===== src/rtl/serial_sub_pkg.sv =====
// Shared types and defaults for the bit-serial subtractor.
package serial_sub_pkg;

  localparam int SUB_WIDTH_DEFAULT = 8;

  typedef enum logic [1:0] {
    IDLE = 2'd0,
    RUN  = 2'd1,
    DONE = 2'd2
  } sub_state_t;

endpackage


===== src/rtl/serial_subtractor_fs_cell.sv =====
// One-bit full-subtractor slice: d = a - b - bin, with borrow-out.
module fs_cell (
  input  logic a,
  input  logic b,
  input  logic bin,
  output logic d,
  output logic bout
);

  assign d    = a ^ b ^ bin;
  assign bout = (~a & bin) | (~a & b) | (b & bin);

endmodule


===== src/rtl/serial_subtractor.sv =====
// Bit-serial subtractor: a - b computed LSB first through one fs_cell,
// with the borrow carried between slices in a flop. Results are held in
// output registers that only change on completion or reset.
module serial_subtractor
  import serial_sub_pkg::*;
#(
  parameter int WIDTH = SUB_WIDTH_DEFAULT
) (
  input  logic             clk,
  input  logic             rst,
  input  logic             start,
  input  logic [WIDTH-1:0] a,
  input  logic [WIDTH-1:0] b,
  output logic             busy,
  output logic             done,
  output logic [WIDTH-1:0] diff,
  output logic             borrow,
  output logic             ovf
);

  localparam int CW = $clog2(WIDTH);
  localparam logic [CW-1:0] LAST_CNT = CW'(WIDTH - 1);

  sub_state_t       state_r;
  sub_state_t       state_nxt_s;
  logic             accept_s;
  logic             last_s;

  logic [CW-1:0]    cnt_r;
  logic [WIDTH-1:0] a_sr_r;
  logic [WIDTH-1:0] b_sr_r;
  logic [WIDTH-2:0] d_sr_r;
  logic             bin_r;
  logic             amsb_r;
  logic             bmsb_r;

  logic             d_s;
  logic             bout_s;
  logic [WIDTH-1:0] d_cat_s;

  fs_cell u_cell (
    .a    (a_sr_r[0]),
    .b    (b_sr_r[0]),
    .bin  (bin_r),
    .d    (d_s),
    .bout (bout_s)
  );

  // Difference bits collected so far with the current slice's bit on top;
  // on the last slice this is the complete result.
  assign d_cat_s = {d_s, d_sr_r};

  // Next-state decode plus operand-accept and last-slice strobes.
  always_comb begin
    state_nxt_s = state_r;
    accept_s    = 1'b0;
    last_s      = 1'b0;
    case (state_r)
      IDLE, DONE: begin
        if (start) begin
          state_nxt_s = RUN;
          accept_s    = 1'b1;
        end else begin
          state_nxt_s = IDLE;
        end
      end
      RUN: begin
        if (cnt_r == LAST_CNT) begin
          state_nxt_s = DONE;
          last_s      = 1'b1;
        end else begin
          state_nxt_s = RUN;
        end
      end
      default: begin
        state_nxt_s = IDLE;
      end
    endcase
  end

  // FSM state register.
  always_ff @(posedge clk or posedge rst) begin
    if (rst) begin
      state_r <= IDLE;
    end else begin
      state_r <= state_nxt_s;
    end
  end

  // Operand shift registers, borrow chain, slice counter and sign latches.
  always_ff @(posedge clk or posedge rst) begin
    if (rst) begin
      a_sr_r <= {WIDTH{1'b0}};
      b_sr_r <= {WIDTH{1'b0}};
      d_sr_r <= {(WIDTH-1){1'b0}};
      bin_r  <= 1'b0;
      cnt_r  <= {CW{1'b0}};
      amsb_r <= 1'b0;
      bmsb_r <= 1'b0;
    end else if (accept_s) begin
      a_sr_r <= a;
      b_sr_r <= b;
      d_sr_r <= {(WIDTH-1){1'b0}};
      bin_r  <= 1'b0;
      cnt_r  <= {CW{1'b0}};
      amsb_r <= a[WIDTH-1];
      bmsb_r <= b[WIDTH-1];
    end else if (state_r == RUN) begin
      a_sr_r <= {1'b0, a_sr_r[WIDTH-1:1]};
      b_sr_r <= {1'b0, b_sr_r[WIDTH-1:1]};
      d_sr_r <= d_cat_s[WIDTH-1:1];
      bin_r  <= bout_s;
      // Hold on the last slice so the counter never passes WIDTH-1.
      cnt_r  <= last_s ? cnt_r : cnt_r + {{(CW-1){1'b0}}, 1'b1};
    end else begin
      a_sr_r <= a_sr_r;
      b_sr_r <= b_sr_r;
      d_sr_r <= d_sr_r;
      bin_r  <= bin_r;
      cnt_r  <= cnt_r;
    end
  end

  // Registered status flags and result registers updated on completion.
  always_ff @(posedge clk or posedge rst) begin
    if (rst) begin
      busy   <= 1'b0;
      done   <= 1'b0;
      diff   <= {WIDTH{1'b0}};
      borrow <= 1'b0;
      ovf    <= 1'b0;
    end else begin
      busy <= (state_nxt_s == RUN);
      done <= (state_nxt_s == DONE);
      if (last_s) begin
        diff   <= d_cat_s;
        borrow <= bout_s;
        ovf    <= (amsb_r != bmsb_r) & (d_s != amsb_r);
      end else begin
        diff   <= diff;
        borrow <= borrow;
        ovf    <= ovf;
      end
    end
  end

endmodule


===== config.mk =====
export PLATFORM = sky130hd
export DESIGN_NAME = serial_subtractor
export DESIGN_NICKNAME = d
export VERILOG_FILES = /design/src/rtl/serial_sub_pkg.sv /design/src/rtl/serial_subtractor_fs_cell.sv /design/src/rtl/serial_subtractor.sv
export SDC_FILE = /design/constraint.sdc
export NUM_CORES = 1
export LEC_CHECK = 0
export BUFFER_PORTS_ARGS = -buffer_cell sky130_fd_sc_hd__buf_2
export CORE_AREA = 4 4 76 78
export DETAILED_ROUTE_END_ITERATION = 7
export DIE_AREA = 0 0 80 82
export SLEW_MARGIN = 0
export SYNTH_ARGS = -nofsm -noshare
export SYNTH_HDL_FRONTEND = slang
export SYNTH_SLANG_ARGS = --single-unit

===== constraint.sdc =====
create_clock -name clk -period 1.8 [get_ports clk]
set_clock_uncertainty 0.15 [all_clocks]
set_input_delay 0.54 -clock clk [delete_from_list [all_inputs] [get_ports clk]]
set_output_delay 0.54 -clock clk [all_outputs]
set_load 0.02 [all_outputs]

==> impl_metrics.yaml, run 1 <==
run_status:
  status: "completed"
critical_path:
  r2r_cells: 5
  start_kind: "flop"
  required_ns: 1.83
  r2r-start: "cnt_r[0]$_DFFE_PP0P_"
  critPathLaunch: "cnt_r[0]$_DFFE_PP0P_"
  cp.arrival_ns: 1.75
  timing.critical_path.to: "diff[3]$_DFFE_PP0N_"
  r2r-end: "diff[3]$_DFFE_PP0N_"
  cp_max_fo: 14
  endpoint_kind: "flop"
  path_class: "flop to flop"
  reg2reg_setup_slack_ns: 0.08
global_routing:
  grt_max_degree: 44
  grt_pass1_vias: 1270
  antenna_found_initial: 0
  grt_usage: 0.117
  grt_overflow: 0
  grt_pass1_wl_mm: 5.92
die:
  dieArea_sq_um: 6560
  ioPinCount: 31
  die_w_um: 80
  row_count: 26
  core_area_sq_um: 5070
  initial_core_util: 0.345
  die_h_um: 82
route:
  drcViolationCount: 0
  wl_met2_mm: 1.59
  dr.pass1.iters: 5
  antenna_left: 0
  viasPerCell: 4.89
  wl_met3_um: 221
  via_count: 1160
  wire_per_inst_um: 14.4
  wl_mm: 3.42
  wirelength_met1_mm: 1.57
  drt_iter0_drc: 30
  top_layer: "met4"
finish:
  fill_cells: 506
  final_common_cell: "dfrtp_1"
  drive_gt1_frac: 0.371
  n_antenna_cell: 0
  layout_common_cells: "dfrtp_1, buf_2, a22o_1"
  fin_cells: 237
  synthToLayoutAreaGrowth_pct: 23.0
  final_util: 0.424
  nets: 188
yosys:
  synth_edf_count: 0
  avgSynthCellArea_sq_um: 13.5
  netlist_area_sq_um: 1750
  synth_nets: 152
  yosysSeqAreaShare: 0.615
  yosysWarningCount: 0
  ys_seq_elements: 43
  synth-async-reset-ratio: 1.00
  synth_cell_types: 24
  synthFlopType: "dfrtp_1"
  syn_inst: 130
sta:
  timing.final.crit_share: 0.958
  setup_viol: 0
  period_needed_ns: 1.72
  slew-limit-headroom: 0.805
  hold_viol: 0
  max_clock_freq_ghz: 0.580
  tightest_slew_ns: 0.292
  grt_setup_unrepaired: "false"
  maxSlewViolCount: 0
  finalSetupTns_ns: 0
placed_design:
  post-dp-hpwl_mm: 2.43
  port_buffers: 30
  place_inst: 229
  gp_congestion: 0.730
power_and_ir_drop:
  pwr-share-comb: 0.389
  clkPwrFrac: 0.198
  leakage_nw: 1.16
  max-vdd-ir-drop_mv: 0.722
  internal-power_mw: 2.59
  p_switching_mw: 1.31
  swShare: 0.337
  p_per_area_nw_per_um2: 1810
  p_seq_frac: 0.413
clock_network:
  path_clk_slew_ns: 0.08
  cts_root_buffer: "clkbuf_8"
  cts_tree: "yes"
  htreeDepth: 2
  post_cts_buffers: 0
  worstSkewPairLatency_ns: 0.29
  clock-sinks: 43
  cts.repair.resized: 0
  cts_made_buffers: 5
  clockBufferDepth: 2
  cts_hold_buffers: 0
min_path:
  hold_path_class: "primary input to async pin"
run:
  cap_violations: 0
## registers in the layout, indices dropped and copies added (netlist names)
| name | cells |
|---|---|
| a_sr_r | 8 |
| amsb_r | 1 |
| b_sr_r | 8 |
| bin_r | 1 |
| bmsb_r | 1 |
| borrow | 1 |
| busy | 1 |
| cnt_r | 3 |
| d_sr_r | 7 |
| diff | 8 |
| done | 1 |
| ovf | 1 |
| state_r | 2 |
## cell usage after synthesis (2+ instances only)
cell / number / area [sq um]
or2_2: 2 / 12.5
buf_4: 2 / 15.0
ha_1: 2 / 25.0
mux2_2: 10 / 113
o21ai_0: 2 / 10.0
a22o_1: 22 / 193
buf_2: 7 / 35.0
mux2i_1: 3 / 30.0
a21o_1: 12 / 90.1
inv_1: 6 / 22.5
nor2b_1: 2 / 12.5
dfrtp_1: 43 / 1080
nand2_1: 3 / 11.3
nor2_1: 4 / 15.0
## layer usage
layer,track usage,vias up
met5,0,-
met4,0.0355,0
met3,0.0406,8
met2,0.195,36
met1,0.143,584
li1,-,532
## worst min path at each step
stage | from | endpoint | slack [ns] | depth (start not counted)
3_3_place_gp | b_sr_r[2]$_DFFE_PP0P_ | b_sr_r[2]$_DFFE_PP0P_ | 0.31 | 1
4_1_cts | rst | cnt_r[1]$_DFFE_PP0P_ | 0.12 | 3
2_1_floorplan | b_sr_r[2]$_DFFE_PP0P_ | b_sr_r[2]$_DFFE_PP0P_ | 0.30 | 1
3_5_place_dp | borrow$_DFFE_PP0N_ | borrow$_DFFE_PP0N_ | 0.32 | 2
5_1_grt | rst | cnt_r[1]$_DFFE_PP0P_ | 0.16 | 3
6_report | rst | cnt_r[1]$_DFFE_PP0P_ | 0.12 | 3
## worst max-delay path, stage by stage, from the launching register on
cell	delay [ns]
dfrtp_1	0.40
ha_1	0.21
ha_1	0.22
nand3b_1	0.14
buf_12	0.15
mux2_2	0.33
## metrics by stage
step | hold slack (ns) | instance area [sq um] | setup WS [ns] | power, mW
final | 0.118 | 2150 | 0.0754 | 3.90
after global placement | 0.309 | 2030 | 0.142 | 3.04
after detailed placement | 0.318 | 2030 | 0.0407 | 3.16
after CTS | 0.123 | 2140 | 0.0399 | 3.93
after global routing | 0.158 | 2150 | 0.0116 | 4.17
after floorplan | 0.299 | 1750 | 0.0497 | 2.70
## power groups by stage
stage | Combinational, mW | Sequential, mW | Clock [mW]
2_1_floorplan | 1.01 | 1.69 | 0
5_1_grt | 1.68 | 1.66 | 0.832
4_1_cts | 1.53 | 1.61 | 0.788
6_report | 1.52 | 1.61 | 0.771
3_3_place_gp | 1.44 | 1.60 | 0
3_5_place_dp | 1.53 | 1.63 | 0
## cell families after synthesis
family | Yosys count | share of synthesized area
DFF | 43 | 0.615
AOI/OAI and AO/OA | 39 | 0.179
and+or+nand+nor | 16 | 0.0522
buffers and inverters | 15 | 0.0415
muxes | 13 | 0.0815
adders and majority gates | 3 | 0.0257
xor gates and xnor gates | 1 | 0.00501
## cell type report
| cell class | instances | area, sq um | share of cell area |
|---|---|---|---|
| Sequential cell | 43 | 1080 | 0.500 |
| Multi-Input combinational cell | 72 | 612 | 0.284 |
| Timing Repair Buffer | 38 | 235 | 0.109 |
| Tap cell | 70 | 87.6 | 0.0407 |
| Clock buffer | 6 | 82.6 | 0.0384 |
| Clock inverter | 2 | 35.0 | 0.0163 |
| Inverter | 6 | 22.5 | 0.0105 |
Note: power is estimated with default switching activity, not from simulation.
==> run 2: changes to the inputs <==
--- a/config.mk
+++ b/config.mk
@@ -6,9 +6,9 @@
 export NUM_CORES = 1
 export LEC_CHECK = 0
 export BUFFER_PORTS_ARGS = -buffer_cell sky130_fd_sc_hd__buf_2
-export CORE_AREA = 4 4 76 78
+export CORE_AREA = 2 2 74 76
 export DETAILED_ROUTE_END_ITERATION = 7
-export DIE_AREA = 0 0 80 82
+export DIE_AREA = 0 0 76 78
 export SLEW_MARGIN = 0
 export SYNTH_ARGS = -nofsm -noshare
 export SYNTH_HDL_FRONTEND = slang
==> impl_metrics.yaml, run 2 (synthesized netlist as in run 1, its figures left out) <==
placed_design:
  gp_congestion: 0.715
  post-dp-hpwl_mm: 2.22
  port_buffers: 30
sta:
  max_clock_freq_ghz: 0.583
  tightest_slew_ns: 0.310
  timing.final.crit_share: 0.953
  period_needed_ns: 1.72
  slew-limit-headroom: 0.794
  finalSetupTns_ns: 0
  hold_viol: 0
  maxSlewViolCount: 0
  grt_setup_unrepaired: "false"
  setup_viol: 0
critical_path:
  slowest_delay_ns: 0.40
  cp.arrival_ns: 1.75
  path_class: "flop to flop"
  path_cells: "ha_1 -> ha_1 -> nand3b_1 -> buf_12 -> mux2_2"
  cp_common_cell: "ha_1"
  crit_family: "adder cells"
  cp_max_fo: 14
  required_ns: 1.84
  endpoint_kind: "flop"
  critPathBufInv: 1
  crit_slowest_cell: "dfrtp_1"
  start_kind: "flop"
finish:
  drive_gt1_frac: 0.376
  final_util: 0.433
  n_antenna_cell: 0
  layout_common_cells: "dfrtp_1, buf_2, a22o_1"
  fill_cells: 477
  largest_registers: "a_sr_r (8), b_sr_r (8), diff (8)"
  synthToLayoutAreaGrowth_pct: 24.8
  final_common_cell: "dfrtp_1"
  nets: 191
die:
  die_w_um: 76
  row_count: 26
  dieArea_sq_um: 5930
  core_area_sq_um: 5040
  initial_core_util: 0.347
  die_h_um: 78
  ioPinCount: 31
route:
  dr.pass1.iters: 4
  wl_met2_mm: 1.48
  top_layer: "met3"
  via_count: 1164
  wirelength_met1_mm: 1.47
  antenna_left: 0
  viasPerCell: 4.85
  wl_mm: 3.18
  wl_met3_um: 221
  drt_iter0_drc: 37
  drcViolationCount: 0
  wire_per_inst_um: 13.2
run:
  cap_violations: 0
clock_network:
  cts_tree: "yes"
  htreeDepth: 2
  path_clk_slew_ns: 0.08
  cts_made_buffers: 5
  cts_root_buffer: "clkbuf_8"
  clock-sinks: 43
  clockBufferDepth: 2
  worstSkewPairLatency_ns: 0.29
  cts_hold_buffers: 0
power_and_ir_drop:
  max-vdd-ir-drop_mv: 0.799
  clkPwrFrac: 0.197
  swShare: 0.328
  pwr-share-comb: 0.394
  internal-power_mw: 2.64
  p_per_area_nw_per_um2: 1800
  p_seq_frac: 0.410
  leakage_nw: 1.18
  p_switching_mw: 1.29
global_routing:
  grt_usage: 0.123
  grt_overflow: 0
  grt_pass1_vias: 1202
  grt_max_degree: 25
  antenna_found_initial: 0
  grt_pass1_wl_mm: 5.79
run_status:
  status: "completed"
min_path:
  hold_path_class: "primary input to async pin"
run 2: cell count changes in the layout (fill, tap and decap cells not counted), sizes merged:
cell | before | now
buf | 38 | 41
run 2: what timing repair did:
| action | CTS | global route |
|---|---|---|
| endpoints found under the setup margin | 0 | 2 |
| setup buffers | 0 | 1 |
| gates resized for setup | 0 | 1 |
run 2: worst paths after layout:
kind	from	to	slack, ns	cells past startpoint
worst max register to register	cnt_r[0]$_DFFE_PP0P_	diff[7]$_DFFE_PP0N_	0.08	5
worst max-delay path	cnt_r[0]$_DFFE_PP0P_	diff[7]$_DFFE_PP0N_	0.08	5
worst min-delay path	rst	diff[4]$_DFFE_PP0N_	0.11	3
max in group asynchronous	rst	b_sr_r[1]$_DFFE_PP0P_	1.12	3
min in group clk	b[1]	b_sr_r[1]$_DFFE_PP0P_	0.31	3
worst min register to register	b_sr_r[2]$_DFFE_PP0P_	b_sr_r[2]$_DFFE_PP0P_	0.33	1
run 2: routing by layer:
layer / vias to the layer above / track usage
li1: 541 / -
met1: 586 / 0.157
met2: 37 / 0.194
met3: 0 / 0.0535
met4: 0 / 0.0327
met5: - / 0
run 2: worst reg2reg max path, stage by stage (launching register included):
cell	delay [ns]
dfrtp_1	0.40
ha_1	0.20
ha_1	0.23
nand3b_1	0.15
buf_12	0.15
mux2_2	0.33
run 2: per-stage QoR:
stage	area, sq um	power, mW	worst slack [ns]	instances	hold WS, ns
4_1_cts	2170	3.95	0.0804	239	0.110
6_report	2180	3.93	0.0847	240	0.106
2_1_floorplan	1750	2.70	0.0497	130	0.299
5_1_grt	2180	4.26	0.0105	240	0.122
3_3_place_gp	2050	3.10	0.0980	231	0.310
3_5_place_dp	2050	3.17	0.0696	231	0.318
run 2: cell type report:
class | count | area, sq um | area share
clock inverter | 2 | 35.0 | 0.0160
sequential | 43 | 1080 | 0.493
multi-input combinational | 72 | 609 | 0.279
tap | 70 | 87.6 | 0.0401
timing repair buffer | 41 | 270 | 0.124
clock buffer | 6 | 82.6 | 0.0378
inverter | 6 | 22.5 | 0.0103
run 2: power by group through the flow:
stage / clock network, mW / registers [mW] / logic [mW]
finish: 0.774 / 1.61 / 1.55
global route: 0.847 / 1.67 / 1.74
CTS: 0.792 / 1.61 / 1.54
detailed placement: 0 / 1.63 / 1.54
global placement: 0 / 1.61 / 1.49
floorplan: 0 / 1.69 / 1.01
